--- config.mk ---
export PLATFORM = sky130hd
export DESIGN_NAME = bilinear_interp_core
export DESIGN_NICKNAME = d
export VERILOG_FILES = /design/src/rtl/bilinear_interp_core.sv
export SDC_FILE = /design/constraint.sdc
export NUM_CORES = 2
export LEC_CHECK = 0
export CAP_MARGIN = 20
export CORE_ASPECT_RATIO = 0.9
export CORE_MARGIN = 2
export CORE_UTILIZATION = 61
export DETAILED_ROUTE_END_ITERATION = 12
export GPL_TIMING_DRIVEN = 0
export HOLD_SLACK_MARGIN = 0.1
export PLACE_DENSITY = 0.76
export SLEW_MARGIN = 30
export SYNTH_ARGS = -nofsm -noshare
export SYNTH_HDL_FRONTEND = slang
export SYNTH_SLANG_ARGS = --single-unit
export TNS_END_PERCENT = 1
--- constraint.sdc ---
create_clock -name clk -period 6.48 [get_ports clk]
set_input_delay 0.972 -clock clk [delete_from_list [all_inputs] [get_ports clk]]
set_output_delay 0.972 -clock clk [all_outputs]
set_load 0.02 [all_outputs]
--- src/rtl/bilinear_interp_core.sv ---
// Bilinear / nearest-neighbour interpolation of a 2x2 sample window with a
// run-time fractional phase. Three register stages (weights, products, sum)
// with a valid/ready handshake on both sides; every stage advances together.
//
// Ports:
//   clk, rst_n             clock (rising edge), asynchronous active-low reset
//   mode                   0 = bilinear, 1 = nearest (sampled with each beat)
//   in_valid / in_ready    input handshake (in_ready is combinational)
//   fx, fy                 horizontal / vertical phase, f/2^FRAC_W
//   p00, p10, p01, p11     TL, TR, BL, BR samples, CH channels of DW bits
//   in_user                sideband carried unmodified with the beat
//   out_valid / out_ready  output handshake
//   out_pix, out_user      interpolated pixel and its sideband
module bilinear_interp_core #(
  parameter int unsigned DW     = 8,
  parameter int unsigned CH     = 1,
  parameter int unsigned FRAC_W = 8,
  parameter int unsigned USER_W = 2
) (
  input  logic                 clk,
  input  logic                 rst_n,
  input  logic                 mode,
  input  logic                 in_valid,
  output logic                 in_ready,
  input  logic [FRAC_W-1:0]    fx,
  input  logic [FRAC_W-1:0]    fy,
  input  logic [CH*DW-1:0]     p00,
  input  logic [CH*DW-1:0]     p10,
  input  logic [CH*DW-1:0]     p01,
  input  logic [CH*DW-1:0]     p11,
  input  logic [USER_W-1:0]    in_user,
  output logic                 out_valid,
  input  logic                 out_ready,
  output logic [CH*DW-1:0]     out_pix,
  output logic [USER_W-1:0]    out_user
);

  localparam int unsigned PXW = CH * DW;
  localparam int unsigned WW  = 2 * FRAC_W + 1;   // weight width, max 2^(2F)
  localparam int unsigned PW  = DW + WW;          // product width
  localparam int unsigned SW  = PW + 2;           // sum of four products
  localparam int unsigned RW  = SW - 2 * FRAC_W;  // sum after the 2F shift

  // Whole pipeline moves only when the output slot is free or being drained.
  logic adv;
  assign adv      = !out_valid || out_ready;
  assign in_ready = adv;

  // Stage 1: weights. Index order 0..3 = w00, w10, w01, w11.
  logic [FRAC_W:0]         ax, ay;
  logic [3:0][WW-1:0]      w_d, w_q;
  logic [3:0][PXW-1:0]     smp_q;
  logic [USER_W-1:0]       user1_q;
  logic                    v1_q;

  always_comb begin
    ax  = (FRAC_W+1)'(1 << FRAC_W) - {1'b0, fx};
    ay  = (FRAC_W+1)'(1 << FRAC_W) - {1'b0, fy};
    w_d = '0;
    if (mode) begin
      // Nearest: the phase MSB picks the closer column/row; full weight there.
      w_d[{fy[FRAC_W-1], fx[FRAC_W-1]}] = WW'(1) << (2 * FRAC_W);
    end else begin
      w_d[0] = WW'(ax) * WW'(ay);
      w_d[1] = WW'(fx) * WW'(ay);
      w_d[2] = WW'(ax) * WW'(fy);
      w_d[3] = WW'(fx) * WW'(fy);
    end
  end

  // Stage 2: per-channel products sample * weight.
  logic [CH-1:0][3:0][PW-1:0] prod_d, prod_q;
  logic [USER_W-1:0]          user2_q;
  logic                       v2_q;

  always_comb begin
    prod_d = '0;
    for (int unsigned c = 0; c < CH; c++) begin
      for (int unsigned k = 0; k < 4; k++) begin
        prod_d[c][k] = PW'(smp_q[k][c*DW +: DW]) * PW'(w_q[k]);
      end
    end
  end

  // Stage 3: accumulate, round half up, drop the 2F fraction bits, clamp.
  logic [SW-1:0]     acc;
  logic [RW-1:0]     rnd;
  logic [PXW-1:0]    pix_d, pix3_q;
  logic [USER_W-1:0] user3_q;
  logic              v3_q;

  always_comb begin
    acc   = '0;
    rnd   = '0;
    pix_d = '0;
    for (int unsigned c = 0; c < CH; c++) begin
      acc = SW'(prod_q[c][0]) + SW'(prod_q[c][1]) + SW'(prod_q[c][2]) +
            SW'(prod_q[c][3]) + (SW'(1) << (2 * FRAC_W - 1));
      rnd = acc[SW-1:2*FRAC_W];
      if (|rnd[RW-1:DW]) pix_d[c*DW +: DW] = '1;
      else               pix_d[c*DW +: DW] = rnd[DW-1:0];
    end
  end

  // Pipeline registers; all hold when the output is stalled.
  always_ff @(posedge clk or negedge rst_n) begin
    if (!rst_n) begin
      v1_q    <= 1'b0;
      w_q     <= '0;
      smp_q   <= '0;
      user1_q <= '0;
      v2_q    <= 1'b0;
      prod_q  <= '0;
      user2_q <= '0;
      v3_q    <= 1'b0;
      pix3_q  <= '0;
      user3_q <= '0;
    end else if (adv) begin
      v1_q    <= in_valid;
      w_q     <= w_d;
      smp_q   <= {p11, p01, p10, p00};
      user1_q <= in_user;
      v2_q    <= v1_q;
      prod_q  <= prod_d;
      user2_q <= user1_q;
      v3_q    <= v2_q;
      pix3_q  <= pix_d;
      user3_q <= user2_q;
    end
  end

  assign out_valid = v3_q;
  assign out_pix   = pix3_q;
  assign out_user  = user3_q;

endmodule

==> results.sh <==
export IMPL_critPathBufInv=4
export IMPL_clock_latency_ps=590
export IMPL_ys_flop_type="dfrtp_1"
export IMPL_die_w_um=260
export IMPL_grt_ovfl_total=0
export IMPL_synth_area_mux_share_pct=0.0977
export IMPL_cp_common_cell="fa_1"
export IMPL_io_pins=67
export IMPL_postLayoutCellArea_um2=38900
export IMPL_routed_wl_um=101000
export IMPL_cts_max_level=1
export IMPL_p_leak_uw=0.0197
export IMPL_max_stage_delay_ps=620
export IMPL_crit_slowest_cell="clkdlybuf4s50_1"
export IMPL_synth_xor_area_share_pct=3.00
export IMPL_antenna_found_initial=2
export IMPL_grt_most_used_layer="met2"
export IMPL_clock_skew_ps=26.2
export IMPL_r2r_cells=16
export IMPL_drc=0
export IMPL_crit_family="adder cells"
export IMPL_grt_max_degree=89
export IMPL_startpoint_type="primary input"
export IMPL_powerDensity_nw_per_um2=568
export IMPL_row_count=84
export IMPL_port_buffers=60
export IMPL_synth_nets=4983
export IMPL_ir_drop_uv=589
export IMPL_synth_adder_area_share_pct=45.4
export IMPL_cp_cell_sequence="clkdlybuf4s50_1 > inv_2 > nand3_1 > nor2_1 > xnor2_2 > clkbuf_2 > nand2_1 > fa_1 > fa_1 > inv_1 > fa_1 > fa_1 > ha_1 > or3_1 > o21ai_0 > a211o_1 > nand3_1 > a41oi_1 > xnor2_1 > a221o_1"
export IMPL_drive_gt1_share_pct=3.39
export IMPL_dpl_hpwl_um=81500
export IMPL_slew_viol_final=0
export IMPL_ys_ff_latch=214
export IMPL_grt_pass1_wl_um=162000
export IMPL_place_congestion=1.00
export IMPL_die_height_um=234
export IMPL_clk_pin_slew_ps=60
export IMPL_cp_data_required_time_ps=6930
export IMPL_avgSynthCellArea_um2=9.02
export IMPL_start_util_pct=61.6
export IMPL_crit_type="primary input to flip-flop"
export IMPL_cts_root_buf="clkbuf_16"
export IMPL_grt_pass1_vias=29299
export IMPL_yosysWarnings=0
export IMPL_multi_input_area_um2=27600
export IMPL_drv_cap=0
export IMPL_setup_violations=0
export IMPL_cp_max_fo=10
export IMPL_grt_setup_unrepaired="true"
export IMPL_dr_first_iter_drc_count=2195
export IMPL_cts_sinks=214
export IMPL_fmax_ghz=0.158
export IMPL_synth_cell_type_count=76
export IMPL_synthesis_area_um2=35900
export IMPL_dp_cells=4811
export IMPL_clock_path_buffers=3
export IMPL_use_met1_pct=47.2
export IMPL_viasPerCell=5.84
export IMPL_dr_pass1_iters=5
export IMPL_grt_util_all_layers_pct=34.6
export IMPL_slew_headroom_pct=30.3
export IMPL_grt_use_met3_pct=6.12
export IMPL_hp_class="primary input to async pin"
export IMPL_synth_edf_count=0
export IMPL_finalNetCount=5085
export IMPL_finalNonFillerCells=4876
export IMPL_path_depth=20
export IMPL_fill_cells=4751
export IMPL_async_flop_share_pct=100
export IMPL_synth_compound_area_share_pct=8.58
export IMPL_placed_area_um2=37500
export IMPL_hold_violations=0
export IMPL_fin_crit_sh_pct=97.7
export IMPL_finalPower_uw=22100
export IMPL_yosys_area_share_simple_pct=19.5
export IMPL_seq_area_frac_synth_pct=14.9
export IMPL_final_core_util_pct=66.8
export IMPL_dieArea_um2=60700
export IMPL_worstPathArrival_ps=6780
export IMPL_status="finished clean"
export IMPL_crit_path_end_kind="flip-flop"
export IMPL_cts_tree="yes"
export IMPL_cts_buffers=30
export IMPL_core_um2=58200
export IMPL_wl_per_cell_um=20.8
export IMPL_syn_to_final_growth_pct=8.48
export IMPL_register_area_um2=5360
export IMPL_met2_usage_pct=56.2
export IMPL_route_vias_total=28480
export IMPL_synthCells=3975
export IMPL_synth_top_family_by_area="adder cells"
export IMPL_fin_crit_ps=6330
export IMPL_worstMarginPinSlew_ps=1050
export IMPL_ant_nets=0
-- per-layer routing --
layer / up-vias / wire [um]
met5: - / 18
met2: 1111 / 46600
met4: 2 / 4030
met3: 245 / 8970
met1: 14431 / 41600
li1: 12691 / -
-- sequential cells by signal, summed over array words and instances (netlist names) --
register and count:
out_valid 1, out_pix 8, v2_q 1, user1_q 2, v1_q 1, user2_q 2, prod_q 100, w_q 65
out_user 2, smp_q 32
-- logic make-up after synthesis --
family                     Yosys count
AOI/OAI and AO/OA                  460
buffers and inverters              817
muxes                                3
and+or+nand+nor                   1405
adders and majority gates          953
xor gates and xnor gates           123
DFF                                214
-- synthesized netlist by cell type, types with 45 or more instances --
| master | number | area, um2 |
|---|---|---|
| o21ai_0 | 82 | 410 |
| clkbuf_1 | 151 | 567 |
| a21oi_1 | 122 | 611 |
| xor2_1 | 57 | 499 |
| ha_1 | 375 | 4690 |
| fa_1 | 578 | 11600 |
| inv_1 | 647 | 2430 |
| nand3_1 | 45 | 225 |
| nand2_1 | 599 | 2250 |
| nor2_1 | 124 | 465 |
| and2_1 | 471 | 2950 |
| dfrtp_1 | 214 | 5360 |
| xnor2_1 | 66 | 578 |
-- where the power goes --
group          internal (uW)  switching [uW]  leakage [uW]  total [uW]
Clock                   1160             682      0.000536        1840
Sequential              1940             795       0.00266        2730
Combinational           7260           10200        0.0165       17500
-- stage by stage --
step | setup slack [ps] | hold WS (ps) | setup TNS, ps
after floorplan | 468 | 430 | 0
after global placement | -4860 | 445 | -1049700
after detailed placement | -1460 | 456 | -17960
after CTS | 42.5 | 308 | 0
after global routing | -29.6 | 329 | -41.3
final | 150 | 303 | 0
-- worst reg2reg max path, stage by stage (launching register included) --
cell	delay, ps
dfrtp_1	530
clkbuf_1	730
nand2_1	170
fa_1	550
fa_1	430
fa_1	460
fa_1	490
inv_1	40
ha_1	350
nand3_1	120
o211a_1	270
o211ai_1	280
o21ai_0	210
a21boi_0	310
a211oi_1	150
xnor2_1	500
a21oi_1	140
-- layout make-up --
class | instances | area share (%)
Clock buffer | 38 | 2.17
Multi-Input combinational cell | 2944 | 71.0
Inverter | 648 | 6.26
Tap cell | 774 | 2.49
Sequential cell | 214 | 13.8
Clock inverter | 16 | 0.669
Antenna cell | 3 | 0.0193
Buffer | 169 | 1.80
Timing Repair Buffer | 70 | 1.86
-- what timing repair did --
item / in CTS / in global routing
buffers inserted: 0 / 8
setup endpoints to repair: 18 / 8
gates resized for setup: 33 / 50
pin swaps: 0 / 3
hold buffers: 0 / 0
-- path summary, 6_finish.rpt --
check | from | to | slack, ps
worst max register to register | w_q[0] | prod_q[24] | 600
worst min-delay path | rst_n | smp_q[29] | 300
min in group clk | out_user[1] | out_user[1] | 470
worst max-delay path | fy[1] | w_q[33] | 150
worst min register to register | out_user[1] | out_user[1] | 470
max in group asynchronous | rst_n | w_q[28] | 5330
-- cell usage in the layout, fill, tap and decap left out, drive strengths merged, types with 11 or more instances in the layout --
cell type,n
nand2,599
nor3,34
or3,22
xor2,57
nand3,45
o21bai,14
a31oi,11
o22ai,11
and2,471
nor2,124
nand2b,19
buf,34
clkbuf,184
and3,11
dfrtp,214
o211ai,15
a22o,37
a21o,42
clkdlybuf4s50,56
o31ai,19
xnor2,66
inv,653
o21a,11
fa,578
nand3b,23
o21ai,88
a21oi,125
a211oi,28
ha,375
(Power assumes the default switching activity.)
==> variant (same flow settings) <==
Make the reset (`rst_n`) synchronous in one clocked block. Comments in the files are not updated.
--- a/src/rtl/bilinear_interp_core.sv
+++ b/src/rtl/bilinear_interp_core.sv
@@ -103,7 +103,7 @@
   end
 
   // Pipeline registers; all hold when the output is stalled.
-  always_ff @(posedge clk or negedge rst_n) begin
+  always_ff @(posedge clk) begin
     if (!rst_n) begin
       v1_q    <= 1'b0;
       w_q     <= '0;
Behaviour: not the same (a bounded check fails within 4 cycles, from zero or initial values and one cycle with rst_n low; the reset may be asserted at any time).
==> variant against the original RTL <==
Final area shrank 3.0%; area after synthesis shrank 3.0%; first-iteration DRC count grew 1.8%; routed wire length shrank 1.9%; sequential share of layout area shrank 2.4 points; via count shrank 1.9%; sequential cell count is the same; setup slack gained 0.050 ns; global-route usage shrank 0.093 points; register-to-register slack lost 0.04 ns.
Power is not compared: it rests on default switching activity, and its combinational part moved more than twofold at a synthesized area within 25%.
==> variant: results (changes against the original RTL) <==
[global_route]
grt_pass1_vias=28739  ; -1.9%
grt_max_degree=15  ; -83%
grt_usage=0.3454  ; -0.0009274
antenna_found_initial=3  ; +1

[yosys]
seq_area_frac_synth=0.1232  ; -0.02619
synth_common_cells=inv_1 (654), fa_1 (578), nand2_1 (573), and2_1 (470), ha_1 (375)
yosysUniqueCellTypes=74  ; -2.6%
synth-async-reset-ratio=0  ; -1.000
ys.flop_type=dfxtp_1
synth_area_leaders=fa_1 (33%), ha_1 (13%), dfxtp_1 (12%), and2_1 (8.5%), inv_1 (7.1%)

[placed_design]
io_buffers=59  ; -1.7%
pre_cts_ws_ns=-2.053  ; -0.5959 ns
dp_hpwl_um=79780  ; -2.2%
gp_congestion=1.010  ; +0.72%

[clock_network]
cts_buffers=27  ; -10%

[route]
route.met2.wl_um=45130  ; -3.1%
vias=27936  ; -1.9%
firstDrtPassIters=8  ; +3
top_layer_used=met4
drt-met1-wl_um=40640  ; -2.4%
dr_wl_met3_um=8777  ; -2.2%

[status]
status=completed

[final_layout]
n_fill_cell=4795  ; +0.93%
drive_above_1_share=0.03901  ; +0.005095

[timing]
worst_pin_slew_ns=1.063  ; +0.01754 ns
fin_skew_ns=0.03025  ; +0.004084 ns

[setup_path]
cp_slowest_cell=fa_1
max_stage_delay_ns=0.51  ; -0.11 ns

[worst_hold_path]
hold_class=flip-flop to flip-flop

==> variant: changes by cell type in the layout (fill, tap and decap cells not counted), sizes merged, moves of 19 or more <==
cell / change
a22o: -19
dfxtp: +214
a21oi: +90
a22oi: +25
nand2: -26
dfrtp: -214
==> variant: worst max-delay path, delay by kind of cell <==
family | cells | cell delay (ns)
fa+ha+maj | 6 | 2.51
buf+inv | 5 | 0.69
xor+xnor | 2 | 0.43
simple gates | 3 | 0.76
compound gates | 7 | 1.37
==> variant: area by class of cell <==
| cell class | instances | share of cell area |
|---|---|---|
| Multi-Input combinational cell | 2932 | 0.7336 |
| Sequential cell | 214 | 0.1136 |
| Inverter | 654 | 0.06517 |
| Tap cell | 765 | 0.02538 |
| Buffer | 181 | 0.02014 |
| Clock buffer | 31 | 0.01885 |
| Timing Repair Buffer | 72 | 0.01822 |
| Clock inverter | 18 | 0.004944 |
| Antenna cell | 1 | 0.00006637 |
==> variant: routing by layer <==
layer / GRT usage / up-vias
li1: - / 12650
met1: 0.4603 / 13895
met2: 0.5637 / 1154
met3: 0.05786 / 237
met4: 0.1414 / 0
met5: 0 / -
==> variant: what timing repair did <==
item,4_1_cts,5_1_grt
pin swaps,5,8
setup endpoints to repair,20,8
gates resized for setup,59,43
setup buffers,8,5
==> variant: worst paths after layout <==
path	start	end	slack, ns	cells after the start
hold / removal	v1_q	v1_q	0.46	2
hold reg to reg	v1_q	v1_q	0.46	2
setup reg to reg	smp_q[3]	prod_q[23]	0.56	18
setup / recovery	fx[0]	w_q[50]	0.20	23
==> variant: power groups by stage <==
| stage | Combinational [mW] | Clock [mW] | Sequential, mW |
|---|---|---|---|
| floorplan | 4.07 | 0 | 1.77 |
| finish | 5.70 | 1.56 | 1.94 |
| global route | 6.42 | 1.63 | 1.96 |
| CTS | 5.60 | 1.56 | 1.92 |
| detailed placement | 5.49 | 0 | 1.95 |
| global placement | 5.33 | 0 | 1.94 |
==> variant: per-stage QoR <==
step                      power (mW)  setup TNS, ns    util  std cells  area [um2]
after global routing           9.998        -0.1040  0.6650       4868       37710
after detailed placement       7.436         -28.76  0.6408       4806       36330
after CTS                      9.083              0  0.6618       4862       37520
after global placement         7.274         -28.92  0.6407       4806       36330
after floorplan                5.837              0       -       3982       34780
final                          9.200              0  0.6650       4868       37710
==> variant: logic make-up after synthesis <==
| family | count (synthesis) | share of synthesized area |
|---|---|---|
| fa+ha+maj | 953 | 0.4676 |
| compound gates | 514 | 0.09624 |
| flops | 214 | 0.1232 |
| buf+inv | 836 | 0.09059 |
| mux | 2 | 0.0005756 |
| simple gates | 1331 | 0.1886 |
| xor+xnor | 132 | 0.03324 |
